**src/rtl/ex_muldiv.sv**
```systemverilog
// ----------------------------------------------------------------------------
// ex_muldiv -- iterative RV32M multiply/divide unit beside the ex stage.
//
// One MUL/DIV/REM operation at a time. Operands are reduced to magnitudes on
// issue; multiply runs radix-2 shift-add, divide runs restoring division, one
// bit per clock for XLEN clocks. The sign fix-up is applied on the last
// iteration, and the result is registered on entry to DONE. Divide by zero
// and signed overflow skip the iteration and go straight to DONE.
//
// Optional build macro:
//   EX_MULDIV_FAST_MUL_EN  MUL* ops use one combinational XLEN x XLEN multiply
//                          and finish with single-cycle latency. Divide is
//                          unchanged. When the macro is undefined, no '*'
//                          operator is used.
//
// Ports:
//   clk          clock
//   rst          synchronous reset, active-low
//   start_i      issue an operation (accepted in IDLE and DONE)
//   op_i         funct3 (MUL,MULH,MULHSU,MULHU,DIV,DIVU,REM,REMU)
//   op1_i/op2_i  rs1 / rs2 values
//   reg_waddr_i  destination register of the issued operation
//   kill_i       abandon any operation; overrides start_i
//   busy_o       high while iterating (CALC)
//   ready_o      one-cycle pulse: result_o / reg_waddr_o valid
//   result_o     result, held until the next completion or reset
//   reg_waddr_o  destination of result_o
// ----------------------------------------------------------------------------
module ex_muldiv #(
    parameter int XLEN       = 32,
    parameter int REG_ADDR_W = 5
) (
    input  logic                  clk,
    input  logic                  rst,
    input  logic                  start_i,
    input  logic [2:0]            op_i,
    input  logic [XLEN-1:0]       op1_i,
    input  logic [XLEN-1:0]       op2_i,
    input  logic [REG_ADDR_W-1:0] reg_waddr_i,
    input  logic                  kill_i,
    output logic                  busy_o,
    output logic                  ready_o,
    output logic [XLEN-1:0]       result_o,
    output logic [REG_ADDR_W-1:0] reg_waddr_o
);

    localparam int CNT_W = $clog2(XLEN);

    typedef enum logic [1:0] {IDLE, CALC, DONE} state_t;

    state_t                state_q;
    logic [2:0]            op_q;
    logic [XLEN-1:0]       mag_q;      // multiplicand (mul) or divisor (div)
    logic [XLEN-1:0]       hi_q;       // product high half / partial remainder
    logic [XLEN-1:0]       lo_q;       // multiplier bits / dividend -> quotient
    logic                  neg_quo_q;  // product or quotient must be negated
    logic                  neg_rem_q;  // remainder must be negated
    logic [CNT_W-1:0]      cnt_q;
    logic [REG_ADDR_W-1:0] waddr_pend_q;
    logic                  busy_q;
    logic                  ready_q;
    logic [XLEN-1:0]       result_q;
    logic [REG_ADDR_W-1:0] reg_waddr_q;

    // ---------------- issue-side decode ----------------
    logic            op1_signed, op2_signed, s1, s2;
    logic [XLEN-1:0] mag1, mag2;
    logic            div_zero, div_ovf, special_hit;
    logic [XLEN-1:0] special_res;
    logic            fast_hit;
    logic [XLEN-1:0] fast_res;

    always_comb begin
        op1_signed  = (op_i == 3'b001) || (op_i == 3'b010) ||
                      (op_i == 3'b100) || (op_i == 3'b110);
        op2_signed  = (op_i == 3'b001) || (op_i == 3'b100) || (op_i == 3'b110);
        s1          = op1_signed & op1_i[XLEN-1];
        s2          = op2_signed & op2_i[XLEN-1];
        mag1        = s1 ? (~op1_i + 1'b1) : op1_i;
        mag2        = s2 ? (~op2_i + 1'b1) : op2_i;
        div_zero    = (op2_i == '0);
        // Only the signed ops can overflow: MIN / -1
        div_ovf     = ~op_i[0] && (op1_i == {1'b1, {(XLEN-1){1'b0}}}) && (op2_i == '1);
        special_hit = op_i[2] & (div_zero | div_ovf);
        // op_i[1] selects remainder among the divide ops
        if (div_zero) special_res = op_i[1] ? op1_i : '1;
        else          special_res = op_i[1] ? '0 : op1_i;
    end

`ifdef EX_MULDIV_FAST_MUL_EN
    logic [2*XLEN-1:0] fast_prod, fast_prod_s;
    always_comb begin
        fast_prod   = {{XLEN{1'b0}}, mag1} * {{XLEN{1'b0}}, mag2};
        fast_prod_s = (s1 ^ s2) ? (~fast_prod + 1'b1) : fast_prod;
        fast_hit    = ~op_i[2];
        fast_res    = (op_i[1:0] == 2'b00) ? fast_prod_s[XLEN-1:0] : fast_prod_s[2*XLEN-1:XLEN];
    end
`else
    always_comb begin
        fast_hit = 1'b0;
        fast_res = '0;
    end
`endif

    // ---------------- one iteration + final fix-up ----------------
    logic [XLEN:0]     mul_sum, div_tr, div_diff;
    logic              div_ok;
    logic [XLEN-1:0]   hi_d, lo_d;
    logic [2*XLEN-1:0] prod, prod_s;
    logic [XLEN-1:0]   quo_s, rem_s, calc_res;

    always_comb begin
        mul_sum  = {1'b0, hi_q} + (lo_q[0] ? {1'b0, mag_q} : '0);
        div_tr   = {hi_q, lo_q[XLEN-1]};
        div_diff = div_tr - {1'b0, mag_q};
        div_ok   = ~div_diff[XLEN];        // no borrow: divisor fits
        if (op_q[2]) begin
            hi_d = div_ok ? div_diff[XLEN-1:0] : div_tr[XLEN-1:0];
            lo_d = {lo_q[XLEN-2:0], div_ok};
        end else begin
            // add-then-shift: carry enters the top of the accumulator
            hi_d = mul_sum[XLEN:1];
            lo_d = {mul_sum[0], lo_q[XLEN-1:1]};
        end
        prod     = {hi_d, lo_d};
        prod_s   = neg_quo_q ? (~prod + 1'b1) : prod;
        quo_s    = neg_quo_q ? (~lo_d + 1'b1) : lo_d;
        rem_s    = neg_rem_q ? (~hi_d + 1'b1) : hi_d;
        if (op_q[2])                calc_res = op_q[1] ? rem_s : quo_s;
        else if (op_q[1:0] == 2'b00) calc_res = prod_s[XLEN-1:0];
        else                         calc_res = prod_s[2*XLEN-1:XLEN];
    end

    // ---------------- FSM with registered outputs ----------------
    always_ff @(posedge clk) begin
        if (!rst) begin
            state_q      <= IDLE;
            op_q         <= '0;
            mag_q        <= '0;
            hi_q         <= '0;
            lo_q         <= '0;
            neg_quo_q    <= 1'b0;
            neg_rem_q    <= 1'b0;
            cnt_q        <= '0;
            waddr_pend_q <= '0;
            busy_q       <= 1'b0;
            ready_q      <= 1'b0;
            result_q     <= '0;
            reg_waddr_q  <= '0;
        end else if (kill_i) begin
            state_q <= IDLE;
            busy_q  <= 1'b0;
            ready_q <= 1'b0;
        end else begin
            ready_q <= 1'b0;
            case (state_q)
                IDLE, DONE: begin
                    if (start_i) begin
                        op_q         <= op_i;
                        hi_q         <= '0;
                        lo_q         <= op_i[2] ? mag1 : mag2;
                        mag_q        <= op_i[2] ? mag2 : mag1;
                        neg_quo_q    <= s1 ^ s2;
                        neg_rem_q    <= s1;
                        cnt_q        <= '0;
                        waddr_pend_q <= reg_waddr_i;
                        if (special_hit || fast_hit) begin
                            state_q     <= DONE;
                            busy_q      <= 1'b0;
                            ready_q     <= 1'b1;
                            result_q    <= special_hit ? special_res : fast_res;
                            reg_waddr_q <= reg_waddr_i;
                        end else begin
                            state_q <= CALC;
                            busy_q  <= 1'b1;
                        end
                    end else begin
                        state_q <= IDLE;
                        busy_q  <= 1'b0;
                    end
                end
                CALC: begin
                    hi_q  <= hi_d;
                    lo_q  <= lo_d;
                    cnt_q <= cnt_q + CNT_W'(1);
                    if (cnt_q == CNT_W'(XLEN - 1)) begin
                        state_q     <= DONE;
                        busy_q      <= 1'b0;
                        ready_q     <= 1'b1;
                        result_q    <= calc_res;
                        reg_waddr_q <= waddr_pend_q;
                    end
                end
                default: begin
                    state_q <= IDLE;
                    busy_q  <= 1'b0;
                end
            endcase
        end
    end

    assign busy_o      = busy_q;
    assign ready_o     = ready_q;
    assign result_o    = result_q;
    assign reg_waddr_o = reg_waddr_q;

endmodule

```
**config.mk**
```make
export PLATFORM = sky130hd
export DESIGN_NAME = ex_muldiv
export DESIGN_NICKNAME = d
export VERILOG_FILES = /design/src/rtl/ex_muldiv.sv
export SDC_FILE = /design/constraint.sdc
export NUM_CORES = 1
export LEC_CHECK = 0
export ABC_AREA = 1
export CELL_PAD_IN_SITES_DETAIL_PLACEMENT = 1
export CELL_PAD_IN_SITES_GLOBAL_PLACEMENT = 1
export CORE_MARGIN = 4
export CORE_UTILIZATION = 35
export CTS_CLUSTER_DIAMETER = 150
export DETAILED_ROUTE_END_ITERATION = 16
export GPL_ROUTABILITY_DRIVEN = 0
export PLACE_DENSITY_LB_ADDON = 0.1
export SLEW_MARGIN = 20
export SYNTH_ARGS = -nofsm -noshare
export SYNTH_HDL_FRONTEND = slang
export SYNTH_SLANG_ARGS = --single-unit
```
**constraint.sdc**
```tcl
create_clock -name clk -period 4.4 [get_ports clk]
set_clock_uncertainty 0.05 [all_clocks]
set_input_delay 0.88 -clock clk [delete_from_list [all_inputs] [get_ports clk]]
set_output_delay 0.88 -clock clk [all_outputs]
set_load 0.05 [all_outputs]
```
==> Flow_metrics.wiki, run 1 <==
{| class="wikitable"
! Metric !! Value
|-
| Count of buffers from port buffering || approximately 110
|-
| Path class of the lowest-slack min-delay path || flop to flop
|-
| Result of the run || finished, final reports clean
|-
| Count of max-cap constraint violations || 0
|-
| Net count of the mapped netlist || between 3000 and 4000
|-
| Max Transition Viols Final || 0
|-
| Synth Area per Inst || roughly 5.5 µm²
|-
| Number of DRC violations after detailed-routing iteration 0 || 2206
|-
| Critical path buffer and inverter count || 5
|-
| Startpoint of the most critical hold path || result_o[8]
|-
| ANT nets after route || 0
|-
| Seq cells post-synth || around 150
|-
| Std-Cell Rows || 84
|-
| Finished Layout Cells || around 4300
|-
| Fraction of the yosys area taken by sequential cells || between 10% and 20%
|-
| Per-cell via count in the routed design || approximately 5.6
|-
| Ys Warns || 0
|-
| Minimum hold slack || 0.423 ns
|-
| Horizontal die dimension || about 240 µm
|-
| Area Growth Syn to Fin || 21.1%
|-
| Core region area || approximately 0.053 mm²
|-
| Slowest Stage Delay on Critical Path || ~0.39 ns
|-
| Drt first pass iters || 6
|-
| Dominant synthesized flop cell || sky130_fd_sc_hd__dfxtp_1
|-
| Simple-gate area share of the yosys netlist || a little over two fifths
|-
| Top cells by area, synth || sky130_fd_sc_hd__nand2_1 23%, sky130_fd_sc_hd__dfxtp_1 16%, sky130_fd_sc_hd__inv_1 9.2%, sky130_fd_sc_hd__nand3_1 6.6%, sky130_fd_sc_hd__a21oi_1 6.5%
|-
| Clk_lat worst skew || around 0.5 ns
|-
| Commonest non-fill, non-tap cell in the layout || sky130_fd_sc_hd__nand2_1
|-
| Max transition margin || approximately a quarter
|-
| Cell class contributing the biggest share of worst-path delay || simple AND/OR/NAND/NOR gates
|-
| Count of flip-flops with a built-in enable after synthesis || 0
|-
| Least-Margin Pin Slew || between 1 and 1.5 ns
|-
| Wl on met1 || approximately 42 mm
|-
| Total of fill cells in the finished design || ~7400
|-
| Area fraction of the dominant cell type after synthesis || a little under a quarter
|-
| Ports placed on the boundary || ~120
|-
| Detailed-route wire length || about 100 mm
|-
| Post-synthesis mux area share || 0.0533%
|-
| Global router's overall resource usage || around a third
|-
| Launching element of the worst setup path || lo_q[31]
|-
| Number of hold-repair buffers added at the cts stage || 0
|-
| Power per cell area || 240 mW/mm²
|-
| Highest net fanout along the worst path || 5
|-
| RSZ-0062 raised after global routing || true
|-
| Portion of the clock cycle consumed by the worst path in the final layout || roughly 100%
|-
| Peak ir drop on the vdd network || approximately 0.33 mV
|-
| Initial standard-cell utilization of the core || between 30% and 40%
|-
| Biggest area consumer among synthesized cells || sky130_fd_sc_hd__nand2_1
|-
| Post-Syn Instances || roughly 3400
|-
| Clock tree from TritonCTS || built
|-
| Ratio of cells with drive above 1 in the final layout || approximately an eighth
|-
| Number of antenna violations at the first check in global routing || 2
|-
| Area fraction in compound gates after synthesis || 17.9%
|-
| Die Footprint || 0.0575 mm²
|-
| Adder and majority gate portion of the synthesized area || a little over 5%
|-
| Startpoint kind of the worst setup timing path || flop
|-
| Cell repeated most along the worst path || sky130_fd_sc_hd__nand2_2
|-
| Total of endpoints with negative setup slack in the final report || 0
|-
| NumNets Final || 3795
|-
| Top layer reached by signal wires || met4
|-
| Startpoint of the worst register-to-register path || lo_q[31]
|-
| Number of H-tree levels || 4
|-
| Number of diodes || 0
|-
| Number of global-route vias before repair || about 25000
|-
| Crit end category || flop
|-
| Worst setup path class || flop to flop
|-
| Critical-path top delay cell || sky130_fd_sc_hd__fa_2
|-
| Xor-xnor portion of the synthesized cell area || 4.85%
|-
| Most frequent cells in the layout || 1125 x sky130_fd_sc_hd__nand2_1, 456 x sky130_fd_sc_hd__inv_1, 282 x sky130_fd_sc_hd__nor2_1
|-
| First-pass GRT wire length || about 150 mm
|-
| Min Clock Period, post-route || roughly 4.4 ns
|-
| Metal3 WL || ~6.3 mm
|-
| Data arrival time at the worst-slack endpoint || between 4 and 5 ns
|-
| # clock sinks || approximately 150
|-
| Clock transition time at the flip-flop clock pins of the worst setup and hold paths || approximately 0.07 ns
|-
| Num CTS Buffers || 17
|-
| Required @ worst endpoint || around 4.7 ns
|-
| Final Hold Vio Count || 0
|-
| Die outline height || roughly 240 µm
|-
| Timing-limited maximum frequency || roughly 230 MHz
|-
| Mapped cell area || ~0.019 mm²
|-
| Remaining DRCs || 0
|-
| Main combinational cell family by area after synthesis || simple AND/OR/NAND/NOR gates
|-
| Number of buffers between clock root and the deepest sink || 2
|-
| Length of routed met2 wiring || about 46 mm
|-
| Vias || 24413
|-
| Wire length per cell || roughly 23 µm
|-
| Proportion of synthesized flip-flops having asynchronous set or reset || 0%
|-
| # placed instances || about 4300
|-
| Buffer cell driving the clock tree root || sky130_fd_sc_hd__clkbuf_16
|-
| Pin count of the biggest net entering global routing || 99
|-
| Final HPWL DP || around 83 mm
|-
| Static leakage || about 11 nW
|-
| Number of different library cells in the post-synthesis netlist || 60
|-
| Total congestion overflow after global routing || 0
|}
worst paths after layout:
check / endpoint / cells after the start / slack (ns)
max: result_o[28] / 38 / 0.003
min: result_o[8] / 2 / 0.42
min reg2reg: result_o[8] / 2 / 0.42
max reg2reg: result_o[28] / 38 / 0.003
kinds of logic (layout without fill, tap and decap cells):
kind of cell    Yosys count  count (layout)
mux                       1               1
compound gates          591             591
xor+xnor                104             104
fa+ha+maj                75              75
flops                   151             151
buf+inv                 623             836
simple gates           1901            1901
tightest hold or removal path, stage by stage (launching register included):
cell	delay [ns]
sky130_fd_sc_hd__dfxtp_1	0.32
sky130_fd_sc_hd__nand2_1	0.06
sky130_fd_sc_hd__a21oi_1	0.06
power breakdown:
group | total, mW | internal, mW | leakage (nW) | switching (mW)
sequential | 1.47 | 1.42 | 1.23 | 0.0460
combinational | 2.42 | 0.757 | 9.78 | 1.66
clock | 1.57 | 0.768 | 0.295 | 0.803
total | 5.46 | 2.94 | 11.3 | 2.51
through the flow:
step	cell area (µm²)	worst slack [ns]	total power, mW	util, %	TNS (ns)
after global routing	22800	-0.274	5.72	43.1	-2.39
after CTS	22300	0.0124	5.35	42.2	0
final	22800	0.00331	5.46	43.1	0
after floorplan	18800	0.417	2.85	-	0
after detailed placement	21700	-0.0461	3.77	41.0	-0.126
after global placement	21700	0.0448	3.71	41.0	0
repair_timing:
action / CTS / global route
pin swaps: 2 / 33
setup endpoints to repair: 7 / 28
endpoints found under the hold margin: 0 / 0
gates resized for setup: 3 / 76
buffers inserted: 1 / 17
gates cloned: 0 / 0
final cells by class:
class / count / area (µm²) / share of cell area [%]
Sequential cell: 151 / 3040 / 13.3
Clock inverter: 15 / 176 / 0.775
Multi-Input combinational cell: 2672 / 13700 / 60.3
Timing Repair Buffer: 313 / 2700 / 11.9
Clock buffer: 17 / 425 / 1.87
Inverter: 491 / 1850 / 8.11
Tap cell: 688 / 861 / 3.78
layer usage:
| metal | up-vias | GRT usage [%] |
|---|---|---|
| li1 | 11420 | - |
| met1 | 11777 | 43.3 |
| met2 | 940 | 55.9 |
| met3 | 276 | 5.39 |
| met4 | 0 | 21.4 |
| met5 | - | 0 |
cells in the mapped netlist, types with 25 or more instances:
cell                       number
sky130_fd_sc_hd__a21oi_1      243
sky130_fd_sc_hd__clkbuf_1      98
sky130_fd_sc_hd__dfxtp_1      151
sky130_fd_sc_hd__ha_1          71
sky130_fd_sc_hd__inv_1        461
sky130_fd_sc_hd__nand2_1     1137
sky130_fd_sc_hd__nand2_2       39
sky130_fd_sc_hd__nand3_1      248
sky130_fd_sc_hd__nand4_1       38
sky130_fd_sc_hd__nor2_1       293
sky130_fd_sc_hd__nor2_2        25
sky130_fd_sc_hd__nor3_1        33
sky130_fd_sc_hd__o211ai_1      38
sky130_fd_sc_hd__o21ai_0      185
sky130_fd_sc_hd__xnor2_1       25
sky130_fd_sc_hd__xor2_1        79
state kept, by name (all words and copies together), names as in the netlist:
signal / cells
state_q: 2
reg_waddr_o: 5
cnt_q: 5
neg_rem_q: 1
mag_q: 32
hi_q: 32
ready_o: 1
result_o: 32
op_q: 3
neg_quo_q: 1
lo_q: 32
waddr_pend_q: 5
(Power assumes the default switching activity.)
==> run 2, diff against run 1 <==
--- a/config.mk
+++ b/config.mk
@@ -13,7 +13,8 @@
 export CTS_CLUSTER_DIAMETER = 150
 export DETAILED_ROUTE_END_ITERATION = 16
 export GPL_ROUTABILITY_DRIVEN = 0
-export PLACE_DENSITY_LB_ADDON = 0.1
+export PLACE_DENSITY = 0.77
+export REMOVE_ABC_BUFFERS = 1
 export SLEW_MARGIN = 20
 export SYNTH_ARGS = -nofsm -noshare
 export SYNTH_HDL_FRONTEND = slang
==> constraint.sdc (replaced) <==
create_clock -name clk -period 5.1 [get_ports clk]
set_clock_uncertainty 0.05 [all_clocks]
set_input_delay 1.02 -clock clk [delete_from_list [all_inputs] [get_ports clk]]
set_output_delay 1.02 -clock clk [all_outputs]
set_load 0.05 [all_outputs]
==> Flow_metrics.wiki, run 2 (synthesized netlist as in run 1, its figures left out) <==
{| class="wikitable"
! Metric !! Value
|-
| Slowest Stage Delay on Critical Path || just over 0.4 ns
|-
| # clock sinks || roughly 150
|-
| Drt first pass iters || 5
|-
| Worst setup path class || flop to flop
|-
| Pin count of the biggest net entering global routing || 85
|-
| Timing-limited maximum frequency || about 210 MHz
|-
| Clk_lat worst skew || ~0.47 ns
|-
| Minimum hold slack || roughly 0.42 ns
|-
| Number of DRC violations after detailed-routing iteration 0 || roughly 2000
|-
| Final cell utilization of the core || 41.1%
|-
| Horizontal die dimension || approximately 240 µm
|-
| Data arrival time at the worst-slack endpoint || ~5 ns
|-
| Post-route standard cell area excluding fillers || 0.0217 mm²
|-
| Path class of the lowest-slack min-delay path || flop to flop
|-
| Ports placed on the boundary || 115
|-
| Total congestion overflow after global routing || 0
|-
| Number of buffers between clock root and the deepest sink || 2
|-
| Area Growth Syn to Fin || 15.6%
|-
| Peak ir drop on the vdd network || 0.246 mV
|-
| Detailed-route wire length || just over 90 mm
|-
| Buffer cell driving the clock tree root || sky130_fd_sc_hd__clkbuf_16
|-
| Final HPWL DP || a little over 70 mm
|-
| Clock transition time at the flip-flop clock pins of the worst setup and hold paths || around 0.070 ns
|-
| ANT nets after route || 0
|-
| Total of endpoints with negative setup slack in the final report || 0
|-
| Die outline height || between 200 and 250 µm
|-
| Critical-path top delay cell || sky130_fd_sc_hd__dfxtp_1
|-
| Wire length per cell || about 21 µm
|-
| Startpoint kind of the worst setup timing path || flop
|-
| Total of fill cells in the finished design || around 7500
|-
| Number of H-tree levels || 4
|-
| Count of max-cap constraint violations || 0
|-
| Result of the run || finished, final reports clean
|-
| Min Clock Period, post-route || between 4 and 5 ns
|-
| Required @ worst endpoint || 5.37 ns
|-
| Max Transition Viols Final || 0
|-
| Initial standard-cell utilization of the core || between 30% and 40%
|-
| Per-cell via count in the routed design || roughly 5.5
|-
| Most frequent cells in the layout || 1134 x sky130_fd_sc_hd__nand2_1, 459 x sky130_fd_sc_hd__inv_1, 283 x sky130_fd_sc_hd__nor2_1
|-
| Final Hold Vio Count || 0
|-
| Count of buffers from port buffering || between 100 and 150
|-
| Commonest non-fill, non-tap cell in the layout || sky130_fd_sc_hd__nand2_1
|-
| Std-Cell Rows || 84
|-
| Crit end category || flop
|-
| First-pass GRT wire length || roughly 140 mm
|-
| Number of antenna violations at the first check in global routing || 2
|-
| Max transition margin || 27.0%
|-
| Ratio of cells with drive above 1 in the final layout || 9.11%
|-
| Vias || 23604
|-
| Core region area || ~0.053 mm²
|-
| NumNets Final || 3702
|-
| Overall power || approximately 4.5 mW
|-
| Least-Margin Pin Slew || between 1 and 1.5 ns
|-
| Total negative slack for setup checks || 0 ns
|-
| Num CTS Buffers || 17
|-
| Number of global-route vias before repair || roughly 23000
|-
| Number of hold-repair buffers added at the cts stage || 0
|-
| Remaining DRCs || 0
|-
| Cell repeated most along the worst path || sky130_fd_sc_hd__nor2_2
|-
| Global router's overall resource usage || just over 30%
|-
| Die Footprint || 0.0575 mm²
|-
| Static leakage || 10.8 nW
|-
| Portion of the clock cycle consumed by the worst path in the final layout || 94.3%
|-
| Power per cell area || between 200 and 250 mW/mm²
|-
| Placed instance area || 0.0211 mm²
|-
| Highest net fanout along the worst path || 6
|-
| Clock tree from TritonCTS || built
|}
run 2: cell types whose count changed in the layout (fill, tap and decap cells not counted), moves of 6 or more:
cell / before / now
sky130_fd_sc_hd__buf_4: 191 / 104
sky130_fd_sc_hd__ha_1: 58 / 67
sky130_fd_sc_hd__ha_4: 12 / 0
sky130_fd_sc_hd__inv_8: 6 / 0
sky130_fd_sc_hd__nand2_1: 1125 / 1134
sky130_fd_sc_hd__nand2_2: 50 / 40
sky130_fd_sc_hd__o21ai_0: 178 / 185
run 2: critical path, delay by kind of cell (launching register included):
kind | cells | cell delay [ns]
simple gates | 21 | 2.80
flops | 1 | 0.41
fa+ha+maj | 2 | 0.55
compound gates | 4 | 0.54
buf+inv | 3 | 0.28
run 2: worst paths after layout:
check | startpoint | end | slack, ns | cells after the start
worst max-delay path | mag_q[23] | result_o[18] | 0.29 | 30
worst min-delay path | waddr_pend_q[3] | waddr_pend_q[3] | 0.42 | 2
worst max register to register | mag_q[23] | result_o[18] | 0.29 | 30
worst min register to register | waddr_pend_q[3] | waddr_pend_q[3] | 0.42 | 2
run 2: layout make-up:
class                      count  area (µm²)  area share (%)
clock buffer                  20         457            2.10
sequential                   151        3030            14.0
multi-input combinational   2672       13500            61.9
clock inverter                12         128           0.587
timing repair buffer         220        1950            8.98
tap                          688         861            3.96
inverter                     491        1840            8.49
antenna                        2        5.00          0.0230
run 2: routing by layer:
metal / track usage, % / vias to the layer above / wire, µm
met4: 17.4 / 0 / 5940
met1: 38.8 / 11164 / 37900
met3: 4.19 / 268 / 6240
met5: 0 / - / 0
li1: - / 11228 / -
met2: 49.9 / 944 / 40600
run 2: per-stage QoR:
stage | worst slack (ns) | cells
after detailed placement | 0.211 | 4218
after floorplan | -4.22 | 3314
after global placement | 0.368 | 4218
final | 0.292 | 4256
after CTS | 0.188 | 4250
after global routing | -0.00411 | 4254
run 2: what timing repair did:
action / in CTS / in global routing
gates resized for setup: 0 / 22
setup endpoints to repair: 0 / 11
buffers inserted: 0 / 4
run 2: report_power, final:
group | switching (mW) | internal [mW]
clock | 0.607 | 0.744
sequential | 0.0432 | 1.23
combinational | 1.31 | 0.576
total | 1.96 | 2.55
==> run 3, diff against run 2 <==
--- a/config.mk
+++ b/config.mk
@@ -15,7 +15,7 @@
 export GPL_ROUTABILITY_DRIVEN = 0
 export PLACE_DENSITY = 0.77
 export REMOVE_ABC_BUFFERS = 1
-export SLEW_MARGIN = 20
+export SLEW_MARGIN = 40
 export SYNTH_ARGS = -nofsm -noshare
 export SYNTH_HDL_FRONTEND = slang
 export SYNTH_SLANG_ARGS = --single-unit
==> Flow_metrics.wiki, run 3 (synthesized netlist as in run 1, its figures left out) <==
{| class="wikitable"
! Metric !! Value
|-
| Final cell utilization of the core || between 40 and 50%
|-
| Std-Cell Rows || between 80 and 90
|-
| Number of buffers between clock root and the deepest sink || 2
|-
| Static leakage || approximately 11 nW
|-
| First-pass GRT wire length || ~140 mm
|-
| Num CTS Buffers || 17
|-
| Final Hold Vio Count || 0
|-
| Crit end category || flop
|-
| Power per cell area || about 210 mW/mm²
|-
| Critical path buffer and inverter count || 3
|-
| Vias || roughly 24000
|-
| Path class of the lowest-slack min-delay path || flop to flop
|-
| Count of max-cap constraint violations || 0
|-
| # clock sinks || about 150
|-
| Horizontal die dimension || 240 µm
|-
| Clk_lat worst skew || ~0.48 ns
|-
| Area Growth Syn to Fin || 15.9%
|-
| Minimum hold slack || ~0.42 ns
|-
| Clock transition time at the flip-flop clock pins of the worst setup and hold paths || 0.07 ns
|-
| Worst setup path class || flop to flop
|-
| Register-to-Register Setup Slack || ~0.27 ns
|-
| Required @ worst endpoint || between 5 and 6 ns
|-
| Data arrival time at the worst-slack endpoint || around 5 ns
|-
| Drt first pass iters || 6
|-
| Overall power || about 4.6 mW
|-
| Pin count of the biggest net entering global routing || 85
|-
| Per-cell via count in the routed design || about 5.6
|-
| Startpoint of the worst register-to-register path || mag_q[19]
|-
| Initial standard-cell utilization of the core || 35.6%
|-
| Number of H-tree levels || 4
|-
| Core region area || 0.0529 mm²
|-
| Final HPWL DP || about 72 mm
|-
| Ratio of cells with drive above 1 in the final layout || a little under a tenth
|-
| Global router's overall resource usage || a little under a third
|-
| Remaining DRCs || 0
|-
| Clock tree from TritonCTS || built
|-
| Finished Layout Cells || around 4300
|-
| Number of DRC violations after detailed-routing iteration 0 || between 2000 and 2500
|-
| Capture endpoint of the worst hold path || waddr_pend_q[3]
|-
| Max transition margin || approximately two fifths
|-
| Number of global-route vias before repair || roughly 23000
|-
| Max Transition Viols Final || 0
|-
| Terminus of the critical flop-to-flop path || result_o[18]
|-
| Least-Margin Pin Slew || 0.894 ns
|-
| Total of fill cells in the finished design || 7457
|-
| Die outline height || around 240 µm
|-
| Min Clock Period, post-route || between 4 and 5 ns
|-
| Ports placed on the boundary || between 100 and 150
|-
| Number of antenna violations at the first check in global routing || 2
|-
| Total of endpoints with negative setup slack in the final report || 0
|-
| Count of buffers from port buffering || between 100 and 150
|-
| Buffer cell driving the clock tree root || sky130_fd_sc_hd__clkbuf_16
|-
| Peak ir drop on the vdd network || 0.267 mV
|-
| # placed instances || 4218
|-
| Wire length per cell || ~21 µm
|-
| RSZ-0062 raised after global routing || false
|-
| ANT nets after route || 0
|-
| Total congestion overflow after global routing || 0
|-
| Cell class contributing the biggest share of worst-path delay || simple AND/OR/NAND/NOR gates
|-
| Critical-path top delay cell || sky130_fd_sc_hd__dfxtp_1
|-
| Startpoint kind of the worst setup timing path || flop
|-
| Startpoint of the most critical hold path || waddr_pend_q[3]
|-
| Most frequent cells in the layout || 1134 x sky130_fd_sc_hd__nand2_1, 457 x sky130_fd_sc_hd__inv_1, 285 x sky130_fd_sc_hd__nor2_1
|-
| Portion of the clock cycle consumed by the worst path in the final layout || 94.7%
|-
| Detailed-route wire length || 91.1 mm
|-
| Timing-limited maximum frequency || a little over 200 MHz
|-
| Slowest Stage Delay on Critical Path || 0.40 ns
|-
| Highest net fanout along the worst path || 6
|-
| Result of the run || finished, final reports clean
|-
| Die Footprint || 0.0575 mm²
|-
| Depth of the most critical reg-to-reg path || 30
|-
| Cell depth of the worst hold path || 2
|-
| Commonest non-fill, non-tap cell in the layout || sky130_fd_sc_hd__nand2_1
|-
| NumNets Final || 3703
|}
[run 3: layer usage]
layer,vias to the layer above,wire length (µm),share of wire (%),global-route usage [%]
li1,11233,-,-,-
met2,939,40500,45,49.9
met1,11319,38500,42,38.9
met3,307,5860,6.4,4.36
met4,2,6230,6.8,18.5
met5,-,7,0.0077,0
[run 3: what timing repair did]
action                                  in CTS  in global routing
endpoints found under the setup margin       0                 11
hold endpoints to repair                     0                  0
gates resized for setup                      0                 20
setup buffers                                0                  5
hold buffers                                 0                  0
[run 3: how the worst max path moves through the flow]
stage,start,end,slack (ns),depth (start not counted)
after floorplan,state_q[0],result_o[1],-4.22,10
after global placement,op2_i[0],lo_q[24],0.37,19
after detailed placement,mag_q[0],result_o[30],0.25,36
after CTS,mag_q[0],result_o[30],0.23,36
after global routing,lo_q[31],result_o[20],0.006,37
final,mag_q[19],result_o[18],0.27,30
[run 3: worst min-delay path, delay by kind of cell, from the launching register on]
kind,cells,cell delay [ns]
DFF,1,0.31
AOI/OAI and AO/OA,1,0.05
and+or+nand+nor,1,0.06
[run 3: metrics by stage]
stage / setup TNS [ns] / cell area [µm²] / setup WS, ns
2_1_floorplan: -308.78 / 18200 / -4.22
3_3_place_gp: 0 / 21100 / 0.368
3_5_place_dp: 0 / 21100 / 0.252
4_1_cts: 0 / 21700 / 0.231
5_1_grt: 0 / 21800 / 0.00609
6_report: 0 / 21800 / 0.268
[run 3: layout make-up]
| cell class | instances | area [µm²] | area share (%) |
|---|---|---|---|
| Timing Repair Buffer | 221 | 1970 | 9.04 |
| Tap cell | 688 | 861 | 3.95 |
| Clock buffer | 19 | 453 | 2.08 |
| Sequential cell | 151 | 3030 | 13.9 |
| Antenna cell | 2 | 5.00 | 0.0230 |
| Clock inverter | 13 | 171 | 0.787 |
| Multi-Input combinational cell | 2672 | 13500 | 61.8 |
| Inverter | 491 | 1840 | 8.46 |
[run 3: report_power, final]
group,internal (mW),switching [mW]
Combinational,0.581,1.32
Sequential,1.22,0.0438
Clock,0.801,0.628
Total,2.61,1.99
